[config.mk]
export PLATFORM = sky130hd
export DESIGN_NAME = comparator_4bit_sync
export DESIGN_NICKNAME = d
export VERILOG_FILES = /design/src/rtl/comparator_4bit_sync.sv
export SDC_FILE = /design/constraint.sdc
export NUM_CORES = 1
export LEC_CHECK = 0
export CORE_UTILIZATION = 37
export CTS_BUF_LIST = sky130_fd_sc_hd__clkbuf_8 sky130_fd_sc_hd__clkbuf_16
export DETAILED_ROUTE_END_ITERATION = 8
export HOLD_SLACK_MARGIN = 0.05
export PLACE_DENSITY = 0.73
export SLEW_MARGIN = 20
export SYNTH_ARGS = -nofsm -noshare
export SYNTH_HDL_FRONTEND = slang
export SYNTH_SLANG_ARGS = --single-unit
export TNS_END_PERCENT = 1
[constraint.sdc]
create_clock -name clk -period 2.1 [get_ports clk]
set_clock_uncertainty 0.2 [all_clocks]
set_input_delay 0.21 -clock clk [delete_from_list [all_inputs] [get_ports clk]]
set_output_delay 0.21 -clock clk [all_outputs]
set_load 0.05 [all_outputs]
[src/rtl/comparator_4bit_sync.sv]
// Registered 4-bit magnitude comparator with 74x85-style cascade inputs.
// One cycle of latency; results hold while in_valid is low.
module comparator_4bit_sync (
  input  logic       clk,
  input  logic       rst,
  input  logic [3:0] a,
  input  logic [3:0] b,
  input  logic       in_valid,
  input  logic       signed_mode,
  input  logic       gt_in,
  input  logic       lt_in,
  input  logic       eq_in,
  output logic       greater,
  output logic       less,
  output logic       equal,
  output logic [3:0] diff,
  output logic       out_valid
);

  logic [4:0] a_ext, b_ext, sub5, mag5;
  logic       loc_gt, loc_lt, loc_eq;
  logic       greater_d, less_d, equal_d;
  logic       greater_q, less_q, equal_q, out_valid_q;
  logic [3:0] diff_d, diff_q;

  // Sign-extend only in signed mode so one 5-bit signed compare covers both modes.
  always_comb begin
    a_ext  = {signed_mode & a[3], a};
    b_ext  = {signed_mode & b[3], b};
    sub5   = a_ext - b_ext;
    mag5   = sub5[4] ? (5'd0 - sub5) : sub5;
    diff_d = mag5[3:0];
    loc_eq = (a == b);
    loc_lt = $signed(a_ext) < $signed(b_ext);
    loc_gt = !loc_eq && !loc_lt;
  end

  // Cascade inputs decide only on a local tie, priority gt > lt > eq.
  always_comb begin
    greater_d = 1'b0;
    less_d    = 1'b0;
    equal_d   = 1'b0;
    if (!loc_eq) begin
      greater_d = loc_gt;
      less_d    = loc_lt;
    end else if (gt_in) begin
      greater_d = 1'b1;
    end else if (lt_in) begin
      less_d = 1'b1;
    end else begin
      equal_d = 1'b1;
    end
  end

  // eq_in is implied by the absence of gt_in/lt_in; the all-zero case resolves to equal.
  logic unused_eq_in;
  assign unused_eq_in = eq_in;

  always_ff @(posedge clk) begin
    if (rst) begin
      greater_q   <= 1'b0;
      less_q      <= 1'b0;
      equal_q     <= 1'b0;
      diff_q      <= 4'd0;
      out_valid_q <= 1'b0;
    end else begin
      out_valid_q <= in_valid;
      if (in_valid) begin
        greater_q <= greater_d;
        less_q    <= less_d;
        equal_q   <= equal_d;
        diff_q    <= diff_d;
      end
    end
  end

  assign greater   = greater_q;
  assign less      = less_q;
  assign equal     = equal_q;
  assign diff      = diff_q;
  assign out_valid = out_valid_q;

endmodule

==> run_results.csv, run 1 <==
group,metric,value,unit
outcome,outcome,"completed",
clock_tree,cts_root_buffer,"clkbuf_8",
global_route,grt_max_degree,16,
sta,period_minus_slack,2040,ps
floorplanning,dieHeight,40.8,um
routing,wl,1180,um
logic_synthesis,synth_cell_type_count,29,
setup_path,worstPathMaxFanout,5,
sta,worst_slack,61.2,ps
run,maxCapViolations,0,
global_route,grt_pass1_vias,467,
logic_synthesis,synth.avg_cell_area,8.70,um2
logic_synthesis,yosysWarnings,0,
routing,vias,577,
global_route,antenna_found_initial,0,
final_layout,drive_gt1_share,28.3,%
clock_tree,cts_htree_levels,1,
clock_tree,cts_buffers,3,
worst_hold_path,hold_class,"flop to flop",
logic_synthesis,synth-edff-count,0,
routing,drt_iter0_drc,3,
sta,finalHoldViolCount,0,
global_route,grt_pass1_wl,1790,um
final_layout,num_antenna_cells,0,
final_layout,multi_input_area,434,um2
setup_path,crit_slowest_cell,"clkdlybuf4s50_1",
sta,max_slew.worst_pin.slew,492,ps
placement,routabilityCongestion,0.698,
floorplanning,core_area,0.00135,mm2
clock_tree,clock_sinks,8,
power,p_leak,0.000413,uW
floorplanning,initial_core_util,41.2,%
power,ir_worst_vdd,0.296,mV
routing,antenna_left,0,
final_layout,regArea,160,um2
routing,wl_per_cell,10.4,um
global_route,grt_use_total,15.8,%
placement,dp_hpwl,934,um
placement,port_buffers,21,
sta,hold_slack,281,ps
logic_synthesis,synthesis.nets,85,
placement,place_ws,-490,ps
floorplanning,io_pins,23,
final_layout,syn_to_final_growth,73.5,%
final_layout,nFillCells,114,
clock_tree,clk_pin_slew_worst_paths,40,ps
sta,maxSlewHeadroom,67.1,%
setup_path,cp-start-kind,"input port",
sta,report.final.slew_viol_count,0,
logic_synthesis,async_reset_ff_share,0,%
sta,finalSetupViolations,0,
setup_path,critPathBufInv,2,
clock_tree,tritoncts,"done",
setup_path,worstPathRequired,2030,ps
routing,drtPass1Iterations,2,
final_layout,layout_commonest_cell,"clkdlybuf4s50_1",
setup_path,path_class,"input port to flop",
clock_tree,ctsHoldBuffers,0,
setup_path,max_stage_delay,450,ps
global_route,gr-total-overflow,0,
floorplanning,die_w,40.8,um
floorplanning,fp.dieArea,0.00166,mm2
setup_path,crit_path_cell_trace,"clkdlybuf4s50_1, inv_1, ha_4, nand2b_4, a21oi_4, xnor2_2, or3_1, a311oi_1",
clock_tree,clkLatencyLatePin,220,ps
sta,fmax,0.490,GHz
logic_synthesis,synth_flop_cell,"dfxtp_1",
logic_synthesis,synth_seq_cells,8,
logic_synthesis,synthesis.area,557,um2
logic_synthesis,seq_area_frac_synth,28.8,%
setup_path,critPathTopFamily,"buffers and inverters",
setup_path,cp.arrival,1970,ps
power,p_per_area,643,mW/mm2
setup_path,worstSetupEndpointType,"flop",
sta,layout_worst_path_cycle_share,97.1,%
sta,rsz0062_at_grt,"false",
clock_tree,cts_buffer_depth,2,
final_layout,fin_nets,122,
routing,drc_errors,0,
final_layout,layout_common_cells,"clkdlybuf4s50_1 (17), buf_4 (12), dfxtp_1 (8), nor2_1 (7), inv_1 (5)",
floorplanning,rows,13,
routing,viasPerCell,5.06,
logic_synthesis,synthCells,64,
-- layer usage --
metal	up-vias	track usage (%)	routed length, um
met5	-	0	0
met4	0	2.50	0
met3	0	3.26	44
met2	18	32.0	651
met1	260	16.2	487
li1	299	-	-
-- worst reg2reg max path, stage by stage (launching register included) --
cell and delay [ps]:
dfxtp_1 330, nor2_1 40, a2111oi_1 240
-- sequential cells by signal (all words and copies together) (netlist names) --
register and count:
less 1, diff 4, equal 1, out_valid 1, greater 1
-- cells in the mapped netlist (2+ instances only) --
library cell / count / area, um2
nand2_1: 2 / 7.51
o21ai_0: 2 / 10.0
nor2b_1: 2 / 12.5
inv_1: 5 / 18.8
a21oi_1: 2 / 10.0
dfxtp_1: 8 / 160
a311oi_1: 3 / 26.3
nand2b_1: 2 / 12.5
and2_1: 2 / 12.5
nand3b_1: 2 / 15.0
ha_1: 5 / 62.6
xor2_1: 4 / 35.0
nor2_1: 9 / 33.8
-- cells by family (layout without fill, tap and decap cells) --
kind of cell	Yosys count	in the layout	synth area share, %
AND/OR/NAND/NOR	25	25	24.7
buffers and inverters	6	41	4.04
XOR/XNOR	5	5	7.86
flip-flops	8	8	28.8
adder cells (fa/ha/maj)	6	6	14.8
AO/OA/AOI/OAI	14	14	19.8
-- power by group --
part | switching, uW | internal, uW
sequential | 6.22 | 167
clock | 53.7 | 124
combinational | 136 | 134
-- path summary, 6_finish.rpt --
| check | startpoint | end | slack, ps | cells past startpoint |
|---|---|---|---|---|
| worst max-delay path | b[2] | diff[3] | 60 | 8 |
| worst min-delay path | diff[0] | diff[0] | 280 | 2 |
| worst max register to register | equal | equal | 1180 | 2 |
| worst min register to register | diff[0] | diff[0] | 280 | 2 |
-- area by class of cell --
class                           instances  share of cell area, %
Sequential cell                         8                   16.6
Clock buffer                            3                   4.27
Inverter                                5                   1.94
Multi-Input combinational cell         50                   44.9
Tap cell                               15                   1.94
Timing Repair Buffer                   33                   30.3
-- metrics by stage --
stage	total power (uW)	TNS (ps)	area [um2]	std cells	util, %
finish	621	0	966	114	71.5
global route	658	0	966	114	71.5
CTS	613	0	932	114	69.0
detailed placement	433	-1590	887	111	65.7
global placement	429	-1430	887	111	65.7
floorplan	328	0	572	64	-
-- timing repair --
action | CTS | global route
buffers inserted | 0 | 0
gates resized for setup | 7 | 9
pin swaps | 6 | 7
endpoints found under the setup margin | 3 | 4
No activity file was read; power rests on OpenSTA's default activity.
==> run 2: changes to the inputs <==
==> constraint.sdc (replaced) <==
create_clock -name clk -period 2.1 [get_ports clk]
set_clock_uncertainty 0.2 [all_clocks]
set_input_delay 0.315 -clock clk [delete_from_list [all_inputs] [get_ports clk]]
set_output_delay 0.315 -clock clk [all_outputs]
set_load 0.05 [all_outputs]
==> run 2 against run 1 <==
  * Via count grew 2.3%
  * Utilization rose by 2.4 points
  * Critical endpoint unchanged
  * Register-to-register slack hardly changed
  * Cell area grew 3.4%
  * Clock-buffer cell count unchanged
  * Largest power group unchanged
==> run_results.csv, run 2 (synthesis results as in run 1) <==
group,metric,value,unit
sta,rsz0062_at_grt,"false",
power,p_leak,0.000443,uW
final_layout,drive_gt1_share,34.3,%
routing,wl,1320,um
floorplanning,io_pins,23,
clock_tree,clk_pin_slew_worst_paths,40,ps
placement,port_buffers,21,
routing,drt_iter0_drc,6,
clock_tree,cts_htree_levels,1,
placement,place_ws,-718,ps
sta,layout_worst_path_cycle_share,96.6,%
sta,hold_slack,287,ps
final_layout,syn_to_final_growth,79.3,%
sta,finalSetupViolations,0,
global_route,grt_pass1_vias,527,
global_route,grt_pass1_wl,2010,um
worst_hold_path,hold_class,"flop to flop",
final_layout,layout_common_cells,"clkdlybuf4s50_1 (14), buf_4 (11), dfxtp_1 (8), nor2_1 (7)",
clock_tree,cts_buffer_depth,2,
final_layout,layout_commonest_cell,"clkdlybuf4s50_1",
final_layout,fin_nets,122,
sta,finalHoldViolCount,0,
routing,drc_errors,0,
floorplanning,initial_core_util,41.2,%
routing,viasPerCell,5.18,
placement,routabilityCongestion,0.678,
outcome,outcome,"completed",
global_route,antenna_found_initial,0,
clock_tree,tritoncts,"done",
setup_path,worstSetupEndpointType,"flop",
run,maxCapViolations,0,
setup_path,worstPathMaxFanout,2,
sta,fmax,0.493,GHz
clock_tree,cts_setup_buffers,0,
final_layout,largest_reg_flops,4,
routing,vias,590,
clock_tree,cts_root_buffer,"clkbuf_8",
sta,max_slew.worst_pin.slew,496,ps
setup_path,cp-start-kind,"input port",
placement,dp_hpwl,1010,um
clock_tree,clkLatencyLatePin,230,ps
sta,period_minus_slack,2030,ps
global_route,grt_use_total,18.8,%
final_layout,num_antenna_cells,0,
routing,wl_per_cell,11.6,um
routing,antenna_left,0,
clock_tree,clock_sinks,8,
sta,maxSlewHeadroom,66.8,%
floorplanning,core_area,0.00135,mm2
floorplanning,fp.dieArea,0.00166,mm2
global_route,gr-total-overflow,0,
setup_path,path_class,"input port to flop",
global_route,grt_max_degree,14,
floorplanning,rows,13,
setup_path,worstPathRequired,2040,ps
power,ir_worst_vdd,0.242,mV
sta,report.final.slew_viol_count,0,
clock_tree,cts_buffers,3,
routing,drtPass1Iterations,4,
setup_path,cp.arrival,1970,ps
floorplanning,dieHeight,40.8,um
power,p_per_area,633,mW/mm2
sta,worst_slack,70.7,ps
floorplanning,die_w,40.8,um
run 2: cell types whose count changed in the layout (fill, tap and decap cells not counted), sizes merged:
| cell | previous run | this run |
|---|---|---|
| dlymetal6s2s | 0 | 3 |
| clkdlybuf4s50 | 17 | 14 |
| dlygate4sd2 | 2 | 1 |
| clkbuf | 4 | 3 |
| buf | 12 | 14 |
run 2: per-layer routing:
metal | GRT usage, % | vias up | routed length (um)
met4 | 15.0 | 0 | 40
li1 | - | 295 | -
met1 | 18.3 | 273 | 507
met3 | 1.63 | 4 | 55
met2 | 35.2 | 18 | 713
met5 | 0 | - | 0
run 2: metrics by stage:
step	instance area, um2	power (uW)	utilization [%]	instances	setup TNS [ps]
floorplan	592	331	-	64	-8.11
global placement	907	433	67.2	111	-2330
detailed placement	907	439	67.2	111	-2540
CTS	971	631	71.9	114	0
global route	998	673	74.0	114	0
finish	998	633	74.0	114	0
run 2: worst max-delay path, stage by stage:
cell and delay, ps:
clkdlybuf4s50_1 530, ha_4 230, nor2_2 160, a21oi_4 60, xnor2_2 140, or3_1 340
a311oi_1 190
run 2: cell type report:
class                   instances  area [um2]
repair buffers                 33         307
well taps                      15        18.8
multi-input cells              50         445
flip-flops and latches          8         160
fillers                       115         352
inverters                       5        26.3
clock buffers                   3        41.3
run 2: what timing repair did:
| action | in CTS | in global routing |
|---|---|---|
| pin swaps | 6 | 9 |
| hold buffers | 0 | 0 |
| gates resized for setup | 16 | 11 |
| endpoints found under the setup margin | 3 | 3 |
run 2: power breakdown:
| group | total, uW | internal [uW] | switching [uW] |
|---|---|---|---|
| clock network | 181 | 124 | 57.0 |
| registers | 174 | 167 | 6.77 |
| logic | 278 | 137 | 141 |
run 2: path summary, 6_finish.rpt:
path / slack, ps / start / to / depth (start not counted)
min reg2reg: 290 / diff[1] / diff[1] / 2
max reg2reg: 1170 / equal / equal / 2
max: 70 / a[3] / diff[3] / 7
min: 290 / diff[1] / diff[1] / 2
